$ cat config.mk
export PLATFORM = sky130hd
export DESIGN_NAME = button_counter_mux
export DESIGN_NICKNAME = d
export VERILOG_FILES = /design/src/rtl/button_counter_mux.sv
export SDC_FILE = /design/constraint.sdc
export NUM_CORES = 1
export LEC_CHECK = 0
export ABC_AREA = 1
export ABC_CLOCK_PERIOD_IN_PS = 5700
export CAP_MARGIN = 20
export CORE_UTILIZATION = 62
export CTS_BUF_LIST = sky130_fd_sc_hd__clkbuf_8
export DETAILED_ROUTE_END_ITERATION = 10
export PLACE_DENSITY = 0.87
export SLEW_MARGIN = 20
export SYNTH_ARGS = -nofsm -noshare
export SYNTH_HDL_FRONTEND = slang
export SYNTH_SLANG_ARGS = --single-unit
$ cat constraint.sdc
create_clock -name clk -period 5.7 [get_ports clk]
set_input_delay 0.855 -clock clk [delete_from_list [all_inputs] [get_ports clk]]
set_output_delay 0.855 -clock clk [all_outputs]
set_load 0.01 [all_outputs]
$ cat src/rtl/button_counter_mux.sv
// Debounced push-button counter (hex or BCD, DIGITS nibbles) driving a multiplexed common-anode 7-segment display.
// Optional leading-zero blanking is enabled by defining BCNT_LZ_BLANK_EN.
module button_counter_mux #(
    parameter int unsigned DIGITS          = 4,
    parameter int unsigned DEBOUNCE_CYCLES = 16,
    parameter int unsigned REFRESH_CYCLES  = 1024
) (
    input  logic                  clk,
    input  logic                  rst_n,
    input  logic                  btn_inc,
    input  logic                  btn_clr,
    input  logic                  dec_mode,
    output logic [4*DIGITS-1:0]   count,
    output logic                  wrap,
    output logic [6:0]            seg,
    output logic [DIGITS-1:0]     an
);

    localparam int unsigned CNT_W = 4 * DIGITS;
    localparam int unsigned DB_W  = $clog2(DEBOUNCE_CYCLES);
    localparam int unsigned REF_W = $clog2(REFRESH_CYCLES);
    localparam int unsigned IDX_W = (DIGITS > 1) ? $clog2(DIGITS) : 1;

    logic              r_inc_s1, r_inc_s2;
    logic              r_clr_s1, r_clr_s2;
    logic              r_mode_s1, r_mode_s2, r_mode_d;
    logic              r_db_level;
    logic [DB_W-1:0]   r_db_cnt;
    logic [CNT_W-1:0]  r_count;
    logic              r_wrap;
    logic [REF_W-1:0]  r_ref_cnt;
    logic [IDX_W-1:0]  r_idx;
    logic [6:0]        r_seg;
    logic [DIGITS-1:0] r_an;

    logic              w_db_diff;
    logic              w_db_done;
    logic              w_inc_pulse;
    logic              w_mode_edge;
    logic [3:0]        w_lim;
    logic [CNT_W-1:0]  w_count_inc;
    logic              w_carry;
    logic [3:0]        w_nib;
    logic [DIGITS-1:0] w_an;
    logic [DIGITS-1:0] w_blank;
    logic              w_blank_cur;
    logic [6:0]        w_seg;

    function automatic logic [6:0] f_glyph(input logic [3:0] nib);
        logic [6:0] g;
        case (nib)
            4'h0: g = 7'h40;
            4'h1: g = 7'h79;
            4'h2: g = 7'h24;
            4'h3: g = 7'h30;
            4'h4: g = 7'h19;
            4'h5: g = 7'h12;
            4'h6: g = 7'h02;
            4'h7: g = 7'h78;
            4'h8: g = 7'h00;
            4'h9: g = 7'h10;
            4'hA: g = 7'h08;
            4'hB: g = 7'h03;
            4'hC: g = 7'h46;
            4'hD: g = 7'h21;
            4'hE: g = 7'h06;
            default: g = 7'h0E;
        endcase
        return g;
    endfunction

    // Two-flop synchronisers for all asynchronous inputs
    always_ff @(posedge clk) begin
        if (!rst_n) begin
            r_inc_s1  <= 1'b0;
            r_inc_s2  <= 1'b0;
            r_clr_s1  <= 1'b0;
            r_clr_s2  <= 1'b0;
            r_mode_s1 <= 1'b0;
            r_mode_s2 <= 1'b0;
            r_mode_d  <= 1'b0;
        end else begin
            r_inc_s1  <= btn_inc;
            r_inc_s2  <= r_inc_s1;
            r_clr_s1  <= btn_clr;
            r_clr_s2  <= r_clr_s1;
            r_mode_s1 <= dec_mode;
            r_mode_s2 <= r_mode_s1;
            r_mode_d  <= r_mode_s2;
        end
    end

    assign w_db_diff   = r_inc_s2 ^ r_db_level;
    assign w_db_done   = w_db_diff && (r_db_cnt == DB_W'(DEBOUNCE_CYCLES - 1));
    assign w_inc_pulse = w_db_done && r_inc_s2;
    assign w_mode_edge = r_mode_s2 ^ r_mode_d;

    always_ff @(posedge clk) begin
        if (!rst_n) begin
            r_db_level <= 1'b0;
            r_db_cnt   <= '0;
        end else if (!w_db_diff) begin
            r_db_cnt   <= '0;
        end else if (w_db_done) begin
            r_db_level <= r_inc_s2;
            r_db_cnt   <= '0;
        end else begin
            r_db_cnt   <= r_db_cnt + 1'b1;
        end
    end

    // Ripple increment: each nibble wraps at its limit and carries onward in the same cycle
    assign w_lim = r_mode_s2 ? 4'h9 : 4'hF;

    always_comb begin
        w_count_inc = r_count;
        w_carry     = 1'b1;
        for (int k = 0; k < int'(DIGITS); k++) begin
            if (w_carry) begin
                if (r_count[4*k +: 4] == w_lim) begin
                    w_count_inc[4*k +: 4] = 4'h0;
                end else begin
                    w_count_inc[4*k +: 4] = r_count[4*k +: 4] + 4'h1;
                    w_carry               = 1'b0;
                end
            end
        end
    end

    always_ff @(posedge clk) begin
        if (!rst_n) begin
            r_count <= '0;
            r_wrap  <= 1'b0;
        end else begin
            r_wrap <= 1'b0;
            if (r_clr_s2 || w_mode_edge) begin
                r_count <= '0;
            end else if (w_inc_pulse) begin
                r_count <= w_count_inc;
                r_wrap  <= (w_count_inc == '0);
            end
        end
    end

`ifdef BCNT_LZ_BLANK_EN
    // A digit is blank when it and every more significant nibble are zero; digit 0 always shows
    always_comb begin
        logic w_lead;
        w_blank = '0;
        w_lead  = 1'b1;
        for (int k = int'(DIGITS) - 1; k >= 1; k--) begin
            w_lead     = w_lead && (r_count[4*k +: 4] == 4'h0);
            w_blank[k] = w_lead;
        end
    end
`else
    assign w_blank = '0;
`endif

    always_comb begin
        w_nib       = 4'h0;
        w_an        = '1;
        w_blank_cur = 1'b0;
        for (int k = 0; k < int'(DIGITS); k++) begin
            if (IDX_W'(k) == r_idx) begin
                w_nib       = r_count[4*k +: 4];
                w_an[k]     = 1'b0;
                w_blank_cur = w_blank[k];
            end
        end
        w_seg = w_blank_cur ? 7'h7F : f_glyph(w_nib);
    end

    // Refresh timer, digit index and registered display pins
    always_ff @(posedge clk) begin
        if (!rst_n) begin
            r_ref_cnt <= '0;
            r_idx     <= '0;
            r_seg     <= 7'h7F;
            r_an      <= '1;
        end else begin
            r_seg <= w_seg;
            r_an  <= w_an;
            if (r_ref_cnt == REF_W'(REFRESH_CYCLES - 1)) begin
                r_ref_cnt <= '0;
                r_idx     <= (r_idx == IDX_W'(DIGITS - 1)) ? '0 : r_idx + 1'b1;
            end else begin
                r_ref_cnt <= r_ref_cnt + 1'b1;
            end
        end
    end

    assign count = r_count;
    assign wrap  = r_wrap;
    assign seg   = r_seg;
    assign an    = r_an;

endmodule

==> impl_metrics.ini <==
[critical_path]
reg2reg_depth = 12
crit_required_ps = 5940
critPathCaptureType = flip-flop
path_delay_family = buffers and inverters
reg2reg_from = r_idx[0]
crit_path_end = count[15]
r2r_end = seg[6]
critPathLaunch = rst_n
path_buf_inv = 3
cp_max_fo = 21
cp_slowest_cell = clkdlybuf4s50_1
critical_path_depth = 7
cp_common_cell = inv_1
arrival_ps = 2920
path_cells = clkdlybuf4s50_1, inv_1, nor2_1, nand3_1, inv_1, o21ai_0, a31oi_1
path_class = input port to flip-flop
cpPeakStageDelay_ps = 910
critical_path.startpoint_type = input port
r2r_slack_ps = 3520

[detailed_routing]
routed_wirelength_um = 5800
viasPerCell = 5.321
first_pass_iters = 4
wl_per_cell_um = 12.31
drt_iter0_drc = 238
drc = 0
ant_nets = 0
vias = 2506

[placement]
preCtsSetupSlack_ps = 2698
placed_cells = 463
place_congestion = 0.8450
port_buffers = 32
dp_hpwl_um = 4315

[sta]
period_needed_ps = 2687
setup_viol = 0
relSlewSlack_pct = 54.02
worst_slew_pin_slew_ps = 687.5
rsz0062_at_grt = false
hold_viol = 0
tns_ps = 0
setup_ws_ps = 3013
slew_viol_final = 0
worst_clock_skew_ps = 9.509
max_freq_mhz = 372.2
whs_ps = 435.5
fin_crit_sh_pct = 47.14

[synthesis]
mappedNetlistArea_mm2 = 0.002755
synthMuxAreaShare_pct = 0
synth-edff-count = 0
yosysUniqueCellTypes = 31
synth.yosys.seq_area_share_pct = 37.78
syn-instance-count = 390
synth_compound_area_share_pct = 14.17
synth_top_family_by_area = simple AND/OR/NAND/NOR gates
synth_xor_area_share_pct = 2.861
synthAdderAreaFrac_pct = 7.266
avgSynthCellArea_um2 = 7.064
synth_fp_nets = 411
synth-simple-area-share_pct = 28.75
yosys_register_bits = 52
ys_async_sr_fraction_pct = 0
ys.warnings.count = 0
ys.flop_type = dfxtp_1

[grt]
grt_antenna_before_repair = 0
grt.total_usage_pct = 27.89
grt_pass1_wl_um = 9708
grt_max_degree = 31
grt_pass1_vias = 2293
overflow = 0

[clock_network]
cts-hold-fix-buffers = 0
cts.path.max_buffers = 2
postCtsSetupBuffers = 0
cts_tree = yes
cts.htree.levels = 2
clk_pin_slew_worst_paths_ps = 100
root_buffer = clkbuf_8
cts_buffers = 5
cts.sinks = 52
worstSkewPairLatency_ps = 320
cts_resized = 0

[layout]
final_cell_mix = nand2_1, dfxtp_1, inv_1
nets = 441
instances_no_fill = 471
n_antenna_cell = 0
seq_area_mm2 = 0.001041
final_common_cell = nand2_1
syn_to_final_growth_pct = 16.12
utilization_pct = 77.20
drive_gt1_share_pct = 6.176
multi_input_area_mm2 = 0.001461
fillers = 328

[die]
pin_count = 33
die_h_um = 68.66
dieArea_mm2 = 0.004714
core_mm2 = 0.004144
start_util_pct = 66.49
rows = 23
dieWidth_um = 68.66

[status]
outcome = completed

[min_path]
hold_start = r_clr_s1
worst_hold_path_type = flip-flop to flip-flop

[pwr]
powerDensity_mw_per_mm2 = 194.3
irDropWorstVdd_v = 0.0001815
p_leak_uw = 0.001420

[run]
max-cap-violations = 0
[Yosys cell counts (all sizes together), types with 3 or more instances]
cell type	count	share of area, %
a21oi	23	4.2
buf	4	0.68
clkbuf	6	0.86
dfxtp	52	38
ha	16	7.3
inv	56	7.6
nand2	105	14
nand3	33	7.0
nor2	34	5.4
nor3	3	0.54
o211ai	11	3.0
o21ai	28	5.8
xor2	8	2.5
[registers in the layout (all words and copies together) (netlist names)]
name        count
count          16
r_ref_cnt      10
seg             7
an              4
r_db_cnt        4
r_idx           2
r_clr_s1        1
r_clr_s2        1
r_db_level      1
r_inc_s1        1
r_inc_s2        1
r_mode_d        1
r_mode_s1       1
r_mode_s2       1
wrap            1
[power by group]
| group | switching, uW | leakage (uW) | internal (uW) |
|---|---|---|---|
| Clock | 131 | 0.0000463 | 90.3 |
| Combinational | 14.8 | 0.000950 | 11.7 |
| Sequential | 3.83 | 0.000424 | 370 |
[worst reg2reg max path: cells and delay by family, from the launching register on]
kind,cells,cell delay [ps]
adders and majority gates,2,550
AOI/OAI and AO/OA,4,490
buffers and inverters,3,450
DFF,1,340
and+or+nand+nor,3,220
[cell families after synthesis]
family	after synthesis
AOI/OAI and AO/OA	66
adders and majority gates	16
buffers and inverters	66
xor gates and xnor gates	9
DFF	52
and+or+nand+nor	181
[stage by stage]
stage | cell area, um^2 | power, uW
floorplan | 2755 | 396.7
finish | 3199 | 621.5
global placement | 3103 | 407.5
CTS | 3199 | 623.8
global route | 3199 | 646.0
detailed placement | 3103 | 408.8
[how the worst min path moves through the flow]
stage,cells past startpoint,slack (ps),end
global placement,2,400,r_mode_s2
floorplan,2,390,r_clr_s2
CTS,2,440,r_clr_s2
global route,2,460,r_clr_s2
detailed placement,2,410,r_inc_s2
finish,2,440,r_clr_s2
[layer usage]
metal | track usage, % | vias up | routed length (um)
met4 | 11.20 | 0 | 119
met2 | 49.02 | 65 | 2868
met1 | 32.59 | 1125 | 2528
li1 | - | 1305 | -
met5 | 0 | - | 0
met3 | 6.086 | 11 | 283
[area by class of cell]
class / instances / area share (%)
inverter: 56 / 6.570
multi-input combinational: 272 / 45.68
timing repair buffer: 33 / 10.25
sequential: 52 / 32.54
clock inverter: 3 / 0.8604
tap: 50 / 1.955
clock buffer: 5 / 2.151
Note: power is estimated with default switching activity, not from simulation.
